==> src/rtl/fetch_unit.sv <==
// Instruction fetch unit: fetches one byte per instruction into a holding register for the control unit.
// Optional fetch-wait timeout enabled by defining FETCH_TIMEOUT_EN.
module fetch_unit #(
  parameter logic [7:0] RESET_PC       = 8'h00,
  parameter int         TIMEOUT_CYCLES = 15
) (
  input  logic       clk,
  input  logic       reset,
  output logic       mem_req,
  output logic [7:0] mem_addr,
  input  logic [7:0] mem_rdata,
  input  logic       mem_ack,
  input  logic       next,
  input  logic       jump_en,
  input  logic [7:0] jump_addr,
  input  logic       halt,
  output logic [7:0] instruction,
  output logic       inst_valid,
  output logic [7:0] pc,
  output logic       halted,
  output logic       fault
);

  typedef enum logic [1:0] {IDLE, FETCH, HOLD, HALT} state_t;

  state_t     state, state_d;
  logic [7:0] pc_d, instruction_d, mem_addr_d;
  logic       inst_valid_d, mem_req_d, halted_d;

`ifdef FETCH_TIMEOUT_EN
  localparam int CW = $clog2(TIMEOUT_CYCLES + 1);
  localparam logic [CW-1:0] CNT_LAST = CW'(TIMEOUT_CYCLES - 1);
  logic [CW-1:0] cnt, cnt_d;
  logic          fault_d;
`endif

  always_comb begin
    state_d       = state;
    pc_d          = pc;
    instruction_d = instruction;
    mem_addr_d    = mem_addr;
    inst_valid_d  = inst_valid;
    mem_req_d     = mem_req;
    halted_d      = halted;
`ifdef FETCH_TIMEOUT_EN
    cnt_d   = cnt;
    fault_d = fault;
`endif
    case (state)
      IDLE: begin
        state_d    = FETCH;
        mem_req_d  = 1'b1;
        mem_addr_d = pc;
`ifdef FETCH_TIMEOUT_EN
        cnt_d = '0;
`endif
      end
      FETCH: begin
        // Control inputs are deliberately not looked at here: the fetch must finish.
        if (mem_req && mem_ack) begin
          instruction_d = mem_rdata;
          pc_d          = pc + 8'd1;
          inst_valid_d  = 1'b1;
          mem_req_d     = 1'b0;
          state_d       = HOLD;
        end
`ifdef FETCH_TIMEOUT_EN
        else if (cnt == CNT_LAST) begin
          fault_d   = 1'b1;
          halted_d  = 1'b1;
          mem_req_d = 1'b0;
          state_d   = HALT;
        end else begin
          cnt_d = cnt + 1'b1;
        end
`endif
      end
      HOLD: begin
        if (halt) begin
          inst_valid_d = 1'b0;
          halted_d     = 1'b1;
          mem_req_d    = 1'b0;
          state_d      = HALT;
        end else if (jump_en || next) begin
          // Jump wins over next; both start a fresh fetch from the new pc.
          pc_d         = jump_en ? jump_addr : pc;
          mem_addr_d   = jump_en ? jump_addr : pc;
          mem_req_d    = 1'b1;
          inst_valid_d = 1'b0;
          state_d      = FETCH;
`ifdef FETCH_TIMEOUT_EN
          cnt_d = '0;
`endif
        end
      end
      HALT: begin
        mem_req_d    = 1'b0;
        inst_valid_d = 1'b0;
        halted_d     = 1'b1;
      end
      default: state_d = IDLE;
    endcase
  end

  always_ff @(posedge clk) begin
    if (reset) begin
      state       <= IDLE;
      pc          <= RESET_PC;
      instruction <= 8'h00;
      inst_valid  <= 1'b0;
      mem_req     <= 1'b0;
      mem_addr    <= 8'h00;
      halted      <= 1'b0;
`ifdef FETCH_TIMEOUT_EN
      cnt         <= '0;
      fault       <= 1'b0;
`endif
    end else begin
      state       <= state_d;
      pc          <= pc_d;
      instruction <= instruction_d;
      inst_valid  <= inst_valid_d;
      mem_req     <= mem_req_d;
      mem_addr    <= mem_addr_d;
      halted      <= halted_d;
`ifdef FETCH_TIMEOUT_EN
      cnt         <= cnt_d;
      fault       <= fault_d;
`endif
    end
  end

`ifndef FETCH_TIMEOUT_EN
  assign fault = 1'b0;
`endif

endmodule

==> config.mk <==
export PLATFORM = sky130hd
export DESIGN_NAME = fetch_unit
export DESIGN_NICKNAME = d
export VERILOG_FILES = /design/src/rtl/fetch_unit.sv
export SDC_FILE = /design/constraint.sdc
export NUM_CORES = 1
export LEC_CHECK = 0
export CORE_MARGIN = 1
export CORE_UTILIZATION = 42
export DETAILED_ROUTE_END_ITERATION = 10
export GPL_TIMING_DRIVEN = 0
export PLACE_DENSITY = 0.79
export SLEW_MARGIN = 10
export SYNTH_ARGS = -nofsm -noshare
export SYNTH_HDL_FRONTEND = slang
export SYNTH_SLANG_ARGS = --single-unit
==> constraint.sdc <==
create_clock -name clk -period 1.55 [get_ports clk]
set_clock_uncertainty 0.05 [all_clocks]
set_input_delay 0.2325 -clock clk [delete_from_list [all_inputs] [get_ports clk]]
set_output_delay 0.2325 -clock clk [all_outputs]
set_load 0.05 [all_outputs]
; ---- Word-level counts from Yosys, hierarchy flattened
; Cells that the tools add are included.
[totals]
input_bits = 22
output_inout_bits = 28
regBits = 29
[op_classes]
eq_ne = 8
reduce_logical = 15
addsub = 1
muxes = 20
[ops]
columns = op, count
row1 = two-way mux 8 bit, 4
row2 = case mux 8 bit (2 select lines), 2
row3 = AND reduction 3 bit, 3
row4 = adder 8 x 1 -> 8 bit (second input constant), 1
row5 = inequality test 2 bit (second input constant), 4
row6 = two-way mux 1 bit, 7
row7 = two-way mux 2 bit, 3
row8 = case mux 2 bit (3 select lines), 1
row9 = AND reduction 2 bit, 3
row10 = nonzero test 2 bit, 3
row11 = nonzero test 3 bit, 2
row12 = equality test 2 bit (second input constant), 2
row13 = case mux 1 bit (4 select lines), 1
row14 = AND reduction 4 bit, 1
row15 = inequality test 3 bit (second input constant), 1
row16 = case mux 1 bit (3 select lines), 1
row17 = equality test 2 x 1 -> 1 bit (second input constant), 1
row18 = logical NOT 2 bit, 1
row19 = case mux 1 bit (2 select lines), 1
row20 = logical AND 1 bit, 1
row21 = logical OR 1 bit, 1

; ---- Logic depth before layout (Yosys ltp)
[logic_depth]
word_depth = 4
ltp_mapped = 7

; ---- Worst setup path before layout
; OpenSTA, ideal clock, no wires.
[synth_timing]
path_kind = register -> register
start = register pc[2]
end = register pc[6]
slack_ps = -161
t_arrival_ps = 1529
stages_incl_launch_ff = 6
synth_period_minus_slack_ps = 1711
cell_sequence = dfxtp_1 -> and3_1 -> clkbuf_1 -> a31oi_1 -> o31ai_1 -> a21oi_1
[synth_via]
elab_chain_len = 3
[synth_lines]
columns = item, line_no
row1 = from (decl), 19  ; output logic [7:0] pc,
row2 = from (signal assigned), 120  ; pc <= pc_d;
row3 = adder 8 x 1 -> 8 bit, 62  ; pc_d = pc + 8'd1;
row4 = two-way mux 8 bit, 60  ; if (mem_req && mem_ack) begin
row5 = case mux 8 bit (2 select lines), 49  ; case (state)
; No other way between the ends. The select of a mux whose other input is x is not followed.
; A chain may end at the register's enable or synchronous reset.

; ---- Worst setup path in the final report
[layout_timing]
start = register state[1]
end = register pc[6]
[layout_via]
elab_chain_len = 3
[layout_lines]
columns = item, line_no
row1 = from (decl), 26  ; state_t state, state_d;
row2 = from (signal assigned), 119  ; state <= state_d;
row3 = equality test 2 bit / equality test 2 x 1 -> 1 bit (equally long branches), 49
row4 = inequality test 2 bit (no source line) / nonzero test 2 bit (equally long branches), n/a
row5 = AND reduction 4 bit (no source line), n/a
; Several ways; a longest one is shown, not always the timed one.

==> results.json <==
{
  "outcome": "finished, violations left",
  "violations": "setup timing",
  "tritoncts": "yes",
  "yosysTopAreaCellShare": 0.364,
  "dp.cells": 276,
  "critPathKind": "reg2reg",
  "routed_wl_um": 4360,
  "ys_seq_area_frac": 0.364,
  "clk_path_buf_depth": 2,
  "ys.warnings.count": 0,
  "synth-edff-count": 0,
  "hold_path.startpoint": "reset",
  "clkSlewWorstSetupHoldPaths_ns": 0.06,
  "r2r_setup_slack_ns": -0.02,
  "hp-class": "in2reg",
  "nNetsFinal": 278,
  "swShare": 0.444,
  "drive_above_1_share": 0.263,
  "dr.pass1.iters": 4,
  "ios": 50,
  "min_delay_worst_endpoint": "inst_valid",
  "critPathRequiredTime_ns": 1.65,
  "clock_latency_ns": 0.29,
  "drc": 0,
  "p_int_mw": 2.10,
  "p_per_area_mw_per_mm2": 1540,
  "start_util": 0.435,
  "hold_viol": 0,
  "synthAdderAreaFrac": 0.0471,
  "cts_buffers": 5,
  "multi_input_area_mm2": 0.00105,
  "rr_worst_depth": 7,
  "final_core_util": 0.670,
  "syn_area_per_cell_um2": 8.75,
  "period_needed_ns": 1.57,
  "pwr-share-seq": 0.277,
  "reg2reg_to": "pc[6]",
  "yosysTopAreaCell": "dfxtp_1",
  "relSlewSlack": 0.582,
  "track_usage": 0.225,
  "grt_pass1_vias": 1522,
  "grt_setup_unrepaired": "yes",
  "dp_hpwl_um": 2850,
  "startpoint": "state[1]",
  "htree_num_levels": 2,
  "core_mm2": 0.00366,
  "setup_viol": 1,
  "power.leakage_nw": 1.04,
  "register_area_um2": 596,
  "r2r-start": "state[1]",
  "synth_top_family_by_area": "compound AO/OA/AOI/OAI gates",
  "synth_ff_type": "dfxtp_1",
  "pwr-share-comb": 0.561,
  "worst_pin_slew_ns": 0.627,
  "cp_max_fo": 6,
  "grt_max_degree": 11,
  "ys_top_cells_by_area": "dfxtp_1 (36%), mux2i_1 (7.5%), nor2_1 (5.4%)",
  "row_count": 22,
  "worst_slack_ns": -0.0156,
  "n_antenna_cell": 0,
  "synth_compound_area_frac": 0.240,
  "cp-start-kind": "register",
  "fillerInstances": 310,
  "max-cap-violations": 0,
  "synth_nets": 210,
  "period_share": 1.01,
  "synthSimpleGateAreaFrac": 0.191,
  "clock_sinks": 29,
  "root_buffer": "clkbuf_8",
  "peakVddDrop_uv": 903,
  "synth_cell_type_count": 40,
  "place_area_mm2": 0.00214,
  "cp-end-kind": "register",
  "placement.io_buffers": 46,
  "max_freq_ghz": 0.639,
  "via_per_inst": 5.42,
  "wl_per_cell_um": 14.6,
  "antenna_found_initial": 0,
  "areaGrowthSynthToFinish_pct": 53.9,
  "ys_ff_latch": 29,
  "p_clk_frac": 0.161,
  "die_area_mm2": 0.00404,
  "final_cells": 299,
  "setup_tns_ns": -0.0156,
  "drtIter0Drc": 88,
  "die_h_um": 63.6,
  "fin_total_pwr_mw": 3.78,
  "place_congestion": 0.810,
  "yosys-mux-area-fraction": 0.0966,
  "hold_buffers": 0,
  "synth_xor_xnor_area_share": 0,
  "slew_viol_final": 0,
  "synthArstFlopShare": 0,
  "grt_pass1_wl_um": 7000,
  "worstHoldPathCells": 2,
  "die_x_um": 63.6,
  "crit_arrival_ns": 1.67,
  "synth.cell_area_mm2": 0.00159,
  "grt.overflow.total": 0,
  "switchingPower_mw": 1.68,
  "design_area_mm2": 0.00245,
  "synth_cells": 182,
  "vias": 1621,
  "postRouteAntennaNets": 0
}
[logic make-up after synthesis]
kind of cell               Yosys count
other                                1
AOI/OAI and AO/OA                   50
muxes                               15
buffers and inverters               18
DFF                                 29
adders and majority gates            6
and+or+nand+nor                     63
[cell usage after synthesis, types with 3 or more instances]
master	n
inv_1	6
a32o_1	3
nor2_1	23
o31ai_1	6
a311oi_1	7
clkbuf_1	4
buf_2	3
ha_1	6
a21oi_1	13
buf_4	4
nand3_1	12
mux2i_1	12
nand2b_1	3
o21ai_0	3
nand2_1	15
mux2_2	3
a31oi_1	3
dfxtp_1	29
[sequential cells by signal (all words and copies together), names as in the netlist]
register     count
pc               8
halted           1
inst_valid       1
mem_req          1
state            2
mem_addr         8
instruction      8
[critical path, stage by stage (launching register included)]
cell and delay (ns):
dfxtp_4 0.38, inv_4 0.05, ha_4 0.17, a21boi_4 0.14, buf_6 0.14, buf_4 0.14, o31ai_1 0.27, a21oi_1 0.10
[cell usage in the layout, fill, tap and decap left out, drive strengths merged, types with 2 or more instances in the layout]
cell / instances
o22ai: 4
dfxtp: 29
a31oi: 3
a32o: 3
nand2b: 4
inv: 6
mux2i: 12
mux2: 3
clkbuf: 14
o31ai: 6
a211oi: 2
buf: 23
ha: 6
nand3: 12
a311oi: 9
a21oi: 13
a21boi: 2
nand2: 16
clkdlybuf4s50: 19
o21ai: 3
nor2: 24
dlygate4sd2: 24
[final cells by class]
class,instances,area share
Inverter,6,0.0112
Timing Repair Buffer,61,0.224
Sequential cell,29,0.243
Buffer,12,0.0373
Clock buffer,8,0.0327
Multi-Input combinational cell,135,0.428
Tap cell,48,0.0245
[timing repair]
action	4_1_cts	5_1_grt
gates resized for setup	51	20
endpoints found under the setup margin	55	26
pin swaps	7	12
setup buffers	11	4
[worst max path at each step]
stage,endpoint
after detailed placement,mem_addr[4]
after global routing,pc[6]
after floorplan,inst_valid
final,pc[6]
after CTS,pc[5]
after global placement,mem_addr[5]
[per-stage QoR]
stage / setup WS [ns] / hold slack, ns
CTS: -0.0144 / 0.337
global placement: -0.274 / 0.410
detailed placement: -0.306 / 0.407
floorplan: 0.000711 / 0.326
global route: -0.102 / 0.360
finish: -0.0156 / 0.331
[layer usage]
layer  GRT usage  vias up  part of all wire
li1            -      809                 -
met1       0.245      740              0.40
met2       0.374       62              0.50
met3      0.0779       10             0.076
met4       0.136        0             0.026
met5           0        -                 0
[power by group through the flow]
stage	Combinational [mW]	Sequential (mW)	Clock (mW)
2_1_floorplan	0.746	1.50	0
3_3_place_gp	1.69	1.04	0
3_5_place_dp	1.71	1.05	0
4_1_cts	1.97	1.04	0.620
5_1_grt	2.25	1.07	0.653
6_report	2.12	1.05	0.610
Note: power is estimated with default switching activity, not from simulation.
